File: src/rtl/cpu_divider_if.sv
// Handshake and operand/result bundle between the execute stage and cpu_divider.
interface cpu_divider_if #(
    parameter int unsigned WIDTH = 32
) ();

    logic             start;
    logic             is_signed;
    logic             want_rem;
    logic             abort;
    logic [WIDTH-1:0] operand_a;
    logic [WIDTH-1:0] operand_b;
    logic             ready;
    logic             done;
    logic [WIDTH-1:0] result;

    // Requester side: the control unit issuing divide operations.
    modport master (
        output start,
        output is_signed,
        output want_rem,
        output abort,
        output operand_a,
        output operand_b,
        input  ready,
        input  done,
        input  result
    );

    // Divider side.
    modport slave (
        input  start,
        input  is_signed,
        input  want_rem,
        input  abort,
        input  operand_a,
        input  operand_b,
        output ready,
        output done,
        output result
    );

endinterface : cpu_divider_if

File: src/rtl/cpu_divider.sv
// Multi-cycle radix-2 restoring divider for DIV/DIVU/REM/REMU.
// Works on operand magnitudes and fixes the signs up in a final cycle, so the
// latency is WIDTH+1 clocks regardless of operand values.
module cpu_divider #(
    parameter int unsigned WIDTH = 32
) (
    input  logic          clk,
    input  logic          rst_n,
    cpu_divider_if.slave  bus
);

    localparam int unsigned CNT_W = $clog2(WIDTH + 1);

    typedef enum logic [1:0] {
        IDLE   = 2'd0,
        ITER   = 2'd1,
        FINISH = 2'd2
    } state_e;

    state_e             state_q,     state_d;
    logic [CNT_W-1:0]   count_q,     count_d;
    logic [WIDTH-1:0]   rem_q,       rem_d;
    logic [WIDTH-1:0]   dvd_q,       dvd_d;
    logic [WIDTH-1:0]   dsr_q,       dsr_d;
    logic [WIDTH-1:0]   orig_a_q,    orig_a_d;
    logic               is_signed_q, is_signed_d;
    logic               want_rem_q,  want_rem_d;
    logic               sign_q_q,    sign_q_d;
    logic               sign_r_q,    sign_r_d;
    logic               div_zero_q,  div_zero_d;
    logic [WIDTH-1:0]   result_q,    result_d;
    logic               done_q,      done_d;

    logic [WIDTH:0]     shifted_c;
    logic               q_bit_c;
    logic               a_neg_c;
    logic               b_neg_c;
    logic [WIDTH-1:0]   quo_val_c;
    logic [WIDTH-1:0]   rem_val_c;

    // Two's complement negation modulo 2^WIDTH (MIN stays MIN).
    function automatic logic [WIDTH-1:0] negate(input logic [WIDTH-1:0] x);
        return (~x) + WIDTH'(1);
    endfunction

    assign bus.ready  = (state_q == IDLE);
    assign bus.done   = done_q;
    assign bus.result = result_q;

    // Shift the next dividend bit into the partial remainder and trial-compare with the divisor.
    always_comb begin
        shifted_c = {rem_q, dvd_q[WIDTH-1]};
        q_bit_c   = (shifted_c >= {1'b0, dsr_q});
    end

    // Operand sign detection for magnitude capture.
    always_comb begin
        a_neg_c = bus.is_signed & bus.operand_a[WIDTH-1];
        b_neg_c = bus.is_signed & bus.operand_b[WIDTH-1];
    end

    // Final value selection: sign correction, then the divide-by-zero override.
    always_comb begin
        quo_val_c = (is_signed_q && sign_q_q) ? negate(dvd_q) : dvd_q;
        rem_val_c = (is_signed_q && sign_r_q) ? negate(rem_q) : rem_q;
        if (div_zero_q) begin
            quo_val_c = '1;
            rem_val_c = orig_a_q;
        end
    end

    // Next-state and datapath updates.
    always_comb begin
        state_d     = state_q;
        count_d     = count_q;
        rem_d       = rem_q;
        dvd_d       = dvd_q;
        dsr_d       = dsr_q;
        orig_a_d    = orig_a_q;
        is_signed_d = is_signed_q;
        want_rem_d  = want_rem_q;
        sign_q_d    = sign_q_q;
        sign_r_d    = sign_r_q;
        div_zero_d  = div_zero_q;
        result_d    = result_q;
        done_d      = 1'b0;

        unique case (state_q)
            IDLE: begin
                if (bus.start && !bus.abort) begin
                    is_signed_d = bus.is_signed;
                    want_rem_d  = bus.want_rem;
                    dvd_d       = a_neg_c ? negate(bus.operand_a) : bus.operand_a;
                    dsr_d       = b_neg_c ? negate(bus.operand_b) : bus.operand_b;
                    orig_a_d    = bus.operand_a;
                    sign_q_d    = bus.operand_a[WIDTH-1] ^ bus.operand_b[WIDTH-1];
                    sign_r_d    = bus.operand_a[WIDTH-1];
                    div_zero_d  = (bus.operand_b == '0);
                    rem_d       = '0;
                    count_d     = CNT_W'(WIDTH);
                    state_d     = ITER;
                end
            end

            ITER: begin
                if (bus.abort) begin
                    state_d = IDLE;
                end else begin
                    rem_d   = q_bit_c ? WIDTH'(shifted_c - {1'b0, dsr_q})
                                      : shifted_c[WIDTH-1:0];
                    dvd_d   = {dvd_q[WIDTH-2:0], q_bit_c};
                    count_d = count_q - CNT_W'(1);
                    if (count_q == CNT_W'(1)) begin
                        state_d = FINISH;
                    end
                end
            end

            FINISH: begin
                state_d = IDLE;
                if (!bus.abort) begin
                    result_d = want_rem_q ? rem_val_c : quo_val_c;
                    done_d   = 1'b1;
                end
            end

            default: begin
                state_d = IDLE;
            end
        endcase
    end

    // State and datapath registers.
    always_ff @(posedge clk or negedge rst_n) begin
        if (!rst_n) begin
            state_q     <= IDLE;
            count_q     <= '0;
            rem_q       <= '0;
            dvd_q       <= '0;
            dsr_q       <= '0;
            orig_a_q    <= '0;
            is_signed_q <= 1'b0;
            want_rem_q  <= 1'b0;
            sign_q_q    <= 1'b0;
            sign_r_q    <= 1'b0;
            div_zero_q  <= 1'b0;
            result_q    <= '0;
            done_q      <= 1'b0;
        end else begin
            state_q     <= state_d;
            count_q     <= count_d;
            rem_q       <= rem_d;
            dvd_q       <= dvd_d;
            dsr_q       <= dsr_d;
            orig_a_q    <= orig_a_d;
            is_signed_q <= is_signed_d;
            want_rem_q  <= want_rem_d;
            sign_q_q    <= sign_q_d;
            sign_r_q    <= sign_r_d;
            div_zero_q  <= div_zero_d;
            result_q    <= result_d;
            done_q      <= done_d;
        end
    end

endmodule : cpu_divider

File: src/flat_wrapper.sv
// flat-port wrapper written by rule: the top's interface ports become plain ports
module cpu_divider_flat 
#(
    parameter int unsigned WIDTH = 32
)
  (clk, rst_n, bus_start, bus_is_signed, bus_want_rem, bus_abort, bus_operand_a, bus_operand_b, bus_ready, bus_done, bus_result);
  cpu_divider_if #(.WIDTH(WIDTH)) bus_i ();
  input  logic clk;
  input  logic rst_n;
  input wire logic [$bits(bus_i.start)-1:0] bus_start;
  input wire logic [$bits(bus_i.is_signed)-1:0] bus_is_signed;
  input wire logic [$bits(bus_i.want_rem)-1:0] bus_want_rem;
  input wire logic [$bits(bus_i.abort)-1:0] bus_abort;
  input wire logic [$bits(bus_i.operand_a)-1:0] bus_operand_a;
  input wire logic [$bits(bus_i.operand_b)-1:0] bus_operand_b;
  output wire logic [$bits(bus_i.ready)-1:0] bus_ready;
  output wire logic [$bits(bus_i.done)-1:0] bus_done;
  output wire logic [$bits(bus_i.result)-1:0] bus_result;
  assign bus_i.start = bus_start;
  assign bus_i.is_signed = bus_is_signed;
  assign bus_i.want_rem = bus_want_rem;
  assign bus_i.abort = bus_abort;
  assign bus_i.operand_a = bus_operand_a;
  assign bus_i.operand_b = bus_operand_b;
  assign bus_ready = bus_i.ready;
  assign bus_done = bus_i.done;
  assign bus_result = bus_i.result;
  cpu_divider #(.WIDTH(WIDTH)) u_core (.clk(clk), .rst_n(rst_n), .bus(bus_i));
endmodule
File: config.mk
export PLATFORM = sky130hd
export DESIGN_NAME = cpu_divider_flat
export DESIGN_NICKNAME = d
export VERILOG_FILES = /design/src/rtl/cpu_divider_if.sv /design/src/rtl/cpu_divider.sv /design/src/flat_wrapper.sv
export SDC_FILE = /design/constraint.sdc
export NUM_CORES = 1
export LEC_CHECK = 0
export CORE_UTILIZATION = 35
export CTS_CLUSTER_DIAMETER = 40
export DETAILED_ROUTE_END_ITERATION = 7
export HOLD_SLACK_MARGIN = 0.05
export PLACE_DENSITY = 0.53
export REMOVE_ABC_BUFFERS = 1
export SYNTH_ARGS = -nofsm -noshare
export SYNTH_HDL_FRONTEND = slang
export SYNTH_SLANG_ARGS = --single-unit
File: constraint.sdc
create_clock -name clk -period 3.8 [get_ports clk]
set_input_delay 0.57 -clock clk [delete_from_list [all_inputs] [get_ports clk]]
set_output_delay 0.57 -clock clk [all_outputs]
set_load 0.01 [all_outputs]
==> impl_results.md, run 1 <==
- Power share of the sequential group: 30.7%
- Max Used Layer: met4
- Post-CTS setup buffer count: 0
- Max Fclk: 0.302 GHz
- Share of layout cells above drive strength 1: around 5.6%
- Mean post-synth cell area: between 8 and 9 um2
- Num CTS Buffers: 17
- Area occupied by multi-input gates: 6960 um2
- Worst setup path category: flop to flop
- Residual DRC: 0
- Post-Synth Adder-Cell Area: 4.21%
- Global-route wire length before repair: about 53000 um
- Synth Flop Type: dfrtp_1
- Min-delay worst type: primary input to asynchronous set/reset pin
- Simple-gate share of the synthesized area: 20.1%
- Post-synthesis sequential element count: roughly 170
- Maximum clock insertion buffer count: 2
- Clock Sink Count: 173
- H-tree depth: 4
- Clock share of power: 20.4%
- Initial Util: 35.9%
- Dpl cells: 1953
- DR vias: 10.3k
- Area growth syn-to-layout: 18.7%
- Hold Buf Count CTS: 0
- # diodes: 0
- Arr. time, crit path: 3.62 ns
- Clock Latency Late Sink: 0.45 ns
- Detailed Route Iter0 Violations: 681
- Minimum clock period: between 3 and 4 ns
- Core area: approximately 33000 um2
- Post-synth cell types: 70
- Setup violations, final: 0
- Placer Congestion: 0.880
- Port Buf Inserts: 103
- Root Driver: clkbuf_16
- Cell Rows: 66
- WL/cell: 16.7 um
- Post-synthesis xor/xnor area fraction: 10.7%
- WL met1: 16900 um
- RSZ-0062 raised after global routing: false
- I/O pin count: 104
- Required time of the critical path: 4.11 ns
- GRT Residual Overflow: 0
- Die height: 185 um
- PD cells: 697 nW/um2
- Post-route ant nets: 0
- Layout fillers: 3363
- CTS tree: done
- Int Pwr: 0.00559 W
- Synth Cell Area: 11800 um2
- Status: complete, no violations
- Commonest non-fill, non-tap cells in the layout: 273 x nand2_1, 173 x dfrtp_1, 166 x o21ai_0
- Period utilisation layout: 87.2%
- VDD IR max: 0.385 mV
- Global Route Usage Sum: 19.9%
- CP Launch Type: flop
- Sw Ratio: 42.6%
- DR vias/cell: roughly 5.2
- DIE AREA: 34400 um2
- Storage cell area: approximately 4300 um2
- Max-slew headroom: 52.0%
- Total routed wirelength: about 33000 um
- Resized Gates After CTS: 0
- Fin util: 42.6%
- Total power: 0.00973 W
- Post-synth EDFFs: 0
- Synth Area in Compound Gates: 22.3%
- Wire length on met3: 1180 um
- Vias in the first global route: 9673
- NumNets Final: roughly 1.6k
- Maxcap violations: 0
- Drt pass-1 iters: 5
- Ys Warns: 0
- Final Hold Viols: 0
- Synth async-reset ratio: 100%
- Width of the chip: 185 um
- Post-DP HPWL: 24300 um
- Worst-path clk slew: 0.07 ns
- Commonest non-fill, non-tap cell in the layout: nand2_1
- Slew of the pin with the lowest slew margin: roughly 0.72 ns
- Register area share after synthesis: between 30% and 40%
- Crit. End Element: flop
- Crit Path Max Fanout: 3
- Combinational family with the most area after synthesis: compound AO/OA/AOI/OAI gates
- Final cell count without fillers: 1985
- Switching pwr: 0.00415 W
- WHS: between 0.15 and 0.2 ns
- Post-synthesis mux area share: 1.36%
- Final setup skew: 0.0141 ns
- Max Slew Vio Count: 0
- Wire length on met2: 14600 um
- Leakage power: between 6 and 7 nW
- Logic pwr share: about half
- Largest net degree at the start of global routing: 75
- Antenna violations before repair: 0
- Cells after synthesis: 1465
==> power groups by stage <==
stage	sequential [W]	combinational, W	clock (W)
finish	0.00299	0.00475	0.00199
global route	0.00308	0.00535	0.00213
CTS	0.00298	0.00476	0.00204
detailed placement	0.00301	0.00473	0
global placement	0.00300	0.00471	0
floorplan	0.00285	0.00315	0
==> through the flow <==
step	setup WS, ns	setup TNS [ns]	instance area (um2)
2_1_floorplan	-0.896	-37.65	11500
3_3_place_gp	0.471	0	13300
3_5_place_dp	0.388	0	13300
4_1_cts	0.472	0	14000
5_1_grt	0.121	0	14000
6_report	0.488	0	14000
==> cell usage after synthesis, drive strengths merged (2+ instances only) <==
cell    count  area share [%]
nand2     275             8.8
dfrtp     173              37
o21ai     167             7.1
a21oi     124             5.3
nor2      102             3.3
xor2       77             5.7
xnor2      67             5.0
clkbuf     66             2.1
inv        56             1.8
ha         38             4.0
a21o       28             1.8
nor3       23             1.2
nor4       19             1.4
o22ai      19             1.0
a31oi      18            0.96
buf        18            0.63
o31ai      17             1.1
mux2i      16             1.4
nand3      16            0.72
nand2b     14            0.74
a32oi      12            0.89
or3        12            0.72
o41ai      10            0.81
and2        8            0.43
or4         8            0.61
a221oi      7            0.52
and3        7            0.37
o221ai      7            0.52
nand3b      6            0.38
nand4       6            0.32
nor2b       5            0.27
nor3b       5            0.46
o21bai      4            0.26
a211oi      3            0.19
o311ai      3            0.22
a211o       2            0.15
a21boi      2            0.13
a221o       2            0.17
a311o       2            0.17
a31o        2            0.15
o21a        2            0.13
o32ai       2            0.15
o41a        2            0.19
or2         2            0.11
==> critical path, cell delays in order (launching register included) <==
cell      delay (ns)
dfrtp_1         0.38
inv_1           0.16
ha_1            0.19
inv_1           0.05
fa_1            0.39
a21o_1          0.20
a221oi_1        0.38
o21ai_0         0.21
o32ai_1         0.30
buf_4           0.18
nand3_1         0.08
a31o_2          0.24
a21oi_1         0.17
xor2_1          0.15
o21ai_0         0.08
==> final timing paths <==
path	start	end	slack (ns)	depth (start not counted)
worst max-delay path	u_core.dvd_q[31]	u_core.rem_q[30]	0.49	14
worst max register to register	u_core.dvd_q[31]	u_core.rem_q[30]	0.49	14
worst min-delay path	rst_n	u_core.dsr_q[3]	0.15	1
min in group clk	u_core.bus.result[11]	u_core.bus.result[11]	0.47	1
max in group asynchronous	rst_n	u_core.dvd_q[8]	2.68	2
worst min register to register	u_core.bus.result[11]	u_core.bus.result[11]	0.47	1
==> final cells by class <==
type / count / share of cell area (%)
timing repair buffer: 130 / 9.11
tap: 442 / 3.96
multi-input combinational: 1152 / 49.8
inverter: 56 / 1.50
sequential: 173 / 31.0
clock buffer: 20 / 3.20
clock inverter: 12 / 1.49
==> cells by family (layout without fill, tap and decap cells) <==
family                   Yosys count  after routing
AO/OA/AOI/OAI                    441            441
AND/OR/NAND/NOR                  512            512
multiplexers                      16             16
XOR/XNOR                         144            144
adder cells (fa/ha/maj)           39             39
flip-flops                       173            173
buffers and inverters            140            218
==> metal layers <==
layer,vias to the layer above,track usage [%]
met3,28,2.56
met1,4817,29.0
met4,0,5.45
met5,-,0
li1,5258,-
met2,210,30.7
==> state kept, by name, indices dropped and copies added, names as in the netlist <==
register,count
u_core.div_zero_q,1
u_core.is_signed_q,1
u_core.count_q,6
u_core.dvd_q,32
u_core.dsr_q,32
u_core.state_q,2
u_core.orig_a_q,32
u_core.rem_q,32
u_core.bus.result,32
u_core.sign_q_q,1
u_core.bus.done,1
u_core.want_rem_q,1
Note: power is estimated with default switching activity, not from simulation.
==> run 2: changes to the inputs <==
--- a/config.mk
+++ b/config.mk
@@ -5,11 +5,13 @@
 export SDC_FILE = /design/constraint.sdc
 export NUM_CORES = 1
 export LEC_CHECK = 0
+export CAP_MARGIN = 20
 export CORE_UTILIZATION = 35
 export CTS_CLUSTER_DIAMETER = 40
 export DETAILED_ROUTE_END_ITERATION = 7
 export HOLD_SLACK_MARGIN = 0.05
 export PLACE_DENSITY = 0.53
+export RECOVER_POWER = 100
 export REMOVE_ABC_BUFFERS = 1
 export SYNTH_ARGS = -nofsm -noshare
 export SYNTH_HDL_FRONTEND = slang
==> impl_results.md, run 2 (synthesized netlist as in run 1, its figures left out) <==
- Status: finished, violations left
- Failing checks: max-capacitance violations, max-slew violations
- Crit Path Max Fanout: 40
- CTS tree: done
- Max Fclk: roughly 0.29 GHz
- Share of layout cells above drive strength 1: 4.73%
- Clock Latency Late Sink: 0.44 ns
- Maximum clock insertion buffer count: 2
- Clock Sink Count: 173
- Resized Gates After CTS: 0
- Fin util: 42.3%
- Total routed wirelength: between 30000 and 40000 um
- Area growth syn-to-layout: 17.7%
- Worst Reg2Reg Path Length in Cells: 10
- Switching pwr: about 0.004 W
- I/O pin count: 104
- Minimum clock period: 3.40 ns
- Hold Crit Depth: 1
- Initial Util: between 30% and 40%
- Final worst slack: between 0.3 and 0.4 ns
- Crit. End Element: flop
- Cell Rows: between 60 and 70
- H-tree depth: 4
- Global-route met3 utilization: under 10%
- Post-route ant nets: 0
- Busiest grt layer: met2
- CP Launch Type: flop
- GRT Residual Overflow: 0
- Sw Ratio: a little over two fifths
- Leakage power: 6.22 nW
- Vias in the first global route: 9673
- Commonest non-fill, non-tap cell in the layout: nand2_1
- Met1 Use GR: 29.0%
- Period utilisation layout: 89.5%
- Place WS: 0.388 ns
- Worst setup path category: flop to flop
- DR vias: about 10k
- Placer Congestion: 0.880
- Clock share of power: 20.6%
- NumNets Final: 1639
- Width of the chip: 185 um
- Num CTS Buffers: 17
- Max Slew Vio Count: 114
- Global Route Usage Sum: between 10% and 20%
- Commonest non-fill, non-tap cells in the layout: 274 x nand2_1, 173 x dfrtp_1, 167 x o21ai_0
- Startpoint of the worst-slack reg-to-reg timing path: u_core.rem_q[7]
- Root Driver: clkbuf_16
- Power share of the sequential group: 31.0%
- DIE AREA: between 30000 and 40000 um2
- # diodes: 0
- Global-route wire length before repair: 53500 um
- Slew of the pin with the lowest slew margin: 2.25 ns
- Required time of the critical path: 4.06 ns
- PD cells: 695 nW/um2
- M2 GR Usage: 30.7%
- Maxcap violations: 2
- Setup violations, final: 0
- Largest net degree at the start of global routing: between 70 and 80
- Final Hold Viols: 0
- DP Area: around 13000 um2
- R2R Path End: u_core.rem_q[7]
- Die height: around 190 um
- DR vias/cell: 5.21
- Final Cell Area: 13900 um2
- Hold Path End: u_core.bus.result[11]
- Hold Buf Count CTS: 0
- Total power: slightly below 0.01 W
- Arr. time, crit path: 3.66 ns
- Worst-path clk slew: 0.06 ns
- Core area: roughly 33000 um2
- Final setup skew: 0.0130 ns
- Logic pwr share: 48.4%
- Int Pwr: 0.00553 W
- Max-slew headroom: -50.2%
- RSZ-0062 raised after global routing: false
- Residual DRC: 0
- WL/cell: roughly 17 um
- Antenna violations before repair: 0
- Port Buf Inserts: around 100
- Post-DP HPWL: 24300 um
- Drt pass-1 iters: 5
- Min-delay worst type: flop to flop
- R2r setup slk: approximately 0.4 ns
- Worst hold start: u_core.bus.result[11]
- Detailed Route Iter0 Violations: 702
- Post-CTS setup buffer count: 0
- VDD IR max: about 0.38 mV
run 2: changes by cell type in the layout (fill, tap and decap cells not counted), sizes merged:
| cell | change |
|---|---|
| buf | -10 |
| clkdlybuf4s50 | -36 |
| clkbuf | +10 |
| dlygate4sd3 | +36 |
run 2: through the flow:
| stage | cells | TNS, ns | hold slack, ns |
|---|---|---|---|
| 3_5_place_dp | 1953 | 0 | 0.463 |
| 2_1_floorplan | 1381 | -37.65 | 0.274 |
| 6_report | 1985 | 0 | 0.467 |
| 3_3_place_gp | 1953 | 0 | 0.458 |
| 4_1_cts | 1985 | 0 | 0.176 |
| 5_1_grt | 1985 | 0 | 0.488 |
run 2: power by group through the flow:
stage               registers (W)  logic [W]  clock network [W]
finish                    0.00299    0.00466            0.00198
global route              0.00307    0.00526            0.00213
CTS                       0.00298    0.00476            0.00204
detailed placement        0.00301    0.00473                  0
floorplan                 0.00285    0.00315                  0
global placement          0.00300    0.00471                  0
run 2: per-layer routing:
| layer | wire length (um) | vias up |
|---|---|---|
| li1 | - | 5264 |
| met1 | 16800 | 4824 |
| met2 | 14600 | 216 |
| met3 | 1200 | 28 |
| met4 | 441 | 0 |
| met5 | 0 | - |
run 2: worst max-delay path, stage by stage (launching register included):
cell and delay (ns):
dfrtp_1 0.49, ha_1 0.41, a21o_1 0.20, a221oi_1 0.30, nor2b_1 0.12, o311ai_0 0.34, nand3b_1 0.21, a21boi_2 0.56
buf_12 0.28, mux2i_1 0.20, o21ai_0 0.10
run 2: layout make-up:
class / count / area [um2]
clock buffer: 20 / 447
clock inverter: 12 / 208
fill: 3379 / 18900
inverter: 56 / 210
multi-input combinational: 1152 / 6890
sequential: 173 / 4330
tap: 442 / 553
timing repair buffer: 130 / 1220
run 2: worst max-delay path by stage:
stage / endpoint / slack (ns) / start / depth (start not counted)
CTS: u_core.rem_q[30] / 0.47 / u_core.dvd_q[31] / 14
finish: u_core.rem_q[7] / 0.40 / u_core.rem_q[7] / 10
floorplan: u_core.count_q[5] / -0.90 / bus_abort / 7
global route: u_core.bus.result[28] / 0.09 / u_core.rem_q[2] / 10
global placement: u_core.dsr_q[30] / 0.47 / bus_operand_b[2] / 10
detailed placement: u_core.dsr_q[29] / 0.39 / bus_operand_b[6] / 10
==> run 3: changes to the inputs <==
--- a/config.mk
+++ b/config.mk
@@ -10,7 +10,7 @@
 export CTS_CLUSTER_DIAMETER = 40
 export DETAILED_ROUTE_END_ITERATION = 7
 export HOLD_SLACK_MARGIN = 0.05
-export PLACE_DENSITY = 0.53
+export PLACE_DENSITY = 0.55
 export RECOVER_POWER = 100
 export REMOVE_ABC_BUFFERS = 1
 export SYNTH_ARGS = -nofsm -noshare
==> constraint.sdc (replaced) <==
create_clock -name clk -period 2.9 [get_ports clk]
set_input_delay 0.435 -clock clk [delete_from_list [all_inputs] [get_ports clk]]
set_output_delay 0.435 -clock clk [all_outputs]
set_load 0.01 [all_outputs]
==> impl_results.md, run 3 (synthesized netlist as in run 1, its figures left out) <==
- Status: complete, no violations
- WHS: 0.470 ns
- DR vias: 11.0k
- DIE AREA: roughly 34000 um2
- Vias in the first global route: 10.6k
- Global-route wire length before repair: roughly 56000 um
- Die height: ~190 um
- Global Route Usage Sum: 21.0%
- Clock Sink Count: 173
- Slowest stage cell, crit path: dfrtp_1
- Period utilisation layout: between 90 and 100%
- Width of the chip: 185 um
- Post-DP HPWL: 26000 um
- Maximum clock insertion buffer count: 2
- Max Slew Vio Count: 0
- Commonest non-fill, non-tap cells in the layout: 273 x nand2_1, 172 x dfrtp_1, 160 x o21ai_0
- GRT Residual Overflow: 0
- Final Hold Viols: 0
- Largest net degree at the start of global routing: 95
- Share of layout cells above drive strength 1: 15.9%
- Required time of the critical path: approximately 3.2 ns
- Worst-path clk slew: 0.07 ns
- Clock Latency Late Sink: 0.45 ns
- CP Launch Type: flop
- Total routed wirelength: 35400 um
- Core area: 32800 um2
- Detailed Route Iter0 Violations: 665
- Num CTS Buffers: 17
- Total power: 0.0142 W
- DP Area: 14400 um2
- Initial Util: 35.9%
- RSZ-0062 raised after global routing: true
- Slew of the pin with the lowest slew margin: roughly 1.5 ns
- Port Buf Inserts: 103
- Crit-path cells: ha_4 > a21o_1 > a221oi_4 > nor2b_2 > o311ai_1 > nand3b_1 > a21boi_4 > buf_6 > clkbuf_16 > nor2_1 > a21oi_1 > o21ai_0
- Root Driver: clkbuf_16
- Max-slew headroom: 1.20%
- Final Cell Area: roughly 15000 um2
- NumNets Final: about 1.8k
- Antenna violations before repair: 0
- Setup violations, final: 0
- I/O pin count: 104
- Post-route ant nets: 0
- PD cells: a little over 900 nW/um2
- Cell Rows: 66
- Crit Path Max Fanout: 5
- Residual DRC: 0
- H-tree depth: 4
- Arr. time, crit path: 3.19 ns
- Placer Congestion: 0.909
- Final setup skew: between 0.01 and 0.015 ns
- CTS tree: done
- CP peak stage delay: roughly 0.43 ns
- VDD IR max: around 0.55 mV
- WL/cell: 16.6 um
- Maxcap violations: 0
- Minimum clock period: 2.88 ns
- Max Fclk: 0.348 GHz
- # diodes: 0
- Drt pass-1 iters: 5
- Area growth syn-to-layout: 30.4%
- Leakage power: 7.02 nW
- Commonest non-fill, non-tap cell in the layout: nand2_1
- Worst setup path category: flop to flop
- DR vias/cell: about 5.2
- Crit. End Element: flop
- Fin util: 46.8%
- Min-delay worst type: flop to flop
run 3: cell count changes in the layout (fill, tap and decap cells not counted), moves of 5 or more:
cell and delta:
buf_6 +5, o21ai_0 -7, buf_4 +136, o21ai_1 +6, inv_1 -9, ha_1 -11
inv_2 +9, a21oi_1 -5, ha_4 +10
run 3: through the flow:
stage / TNS [ns] / std cells / setup slack, ns
after global placement: -3.06 / 2094 / -0.293
after detailed placement: -3.77 / 2094 / -0.290
final: 0 / 2137 / 0.0235
after CTS: -0.00594 / 2130 / -0.00594
after global routing: -0.264 / 2137 / -0.0835
after floorplan: -94.17 / 1381 / -1.66
run 3: power breakdown:
group          internal (W)  switching [W]
logic               0.00386        0.00425
registers           0.00309       0.000687
clock network       0.00130        0.00103
total               0.00825        0.00597
run 3: worst paths after layout:
kind / end / slack, ns / startpoint / depth (start not counted)
max: u_core.rem_q[12] / 0.02 / u_core.rem_q[7] / 12
min: u_core.bus.result[20] / 0.47 / u_core.bus.result[20] / 2
max reg2reg: u_core.rem_q[12] / 0.02 / u_core.rem_q[7] / 12
min reg2reg: u_core.bus.result[20] / 0.47 / u_core.bus.result[20] / 2
max in group asynchronous: u_core.rem_q[20] / 0.41 / rst_n / 3
min in group asynchronous: u_core.dsr_q[4] / 0.86 / rst_n / 2
run 3: per-layer routing:
layer,track usage (%),vias to the layer above,wire (um)
li1,-,5572,-
met3,2.99,53,1320
met2,33.4,249,15800
met4,6.48,0,802
met5,0,-,0
met1,29.4,5156,17500
run 3: critical path: cells and delay by family, from the launching register on:
kind | cells | cell delay, ns
AO/OA/AOI/OAI | 6 | 1.34
flip-flops | 1 | 0.43
AND/OR/NAND/NOR | 3 | 0.37
buffers and inverters | 2 | 0.35
adder cells (fa/ha/maj) | 1 | 0.24
run 3: cell type report:
class                           instances  area [um2]
Timing Repair Buffer                  282        2480
Multi-Input combinational cell       1152        7190
Tap cell                              442         553
Fill cell                            3298       17400
Inverter                               56         210
Clock inverter                         12         138
Clock buffer                           20         447
Sequential cell                       173        4330
run 3: what timing repair did:
item | in CTS | in global routing
setup buffers | 2 | 5
gates cloned | 1 | 3
resized for setup | 10 | 53
hold endpoints to repair | 46 | 0
endpoints found under the setup margin | 29 | 33
hold buffers | 1 | 0
pin swaps | 4 | 17
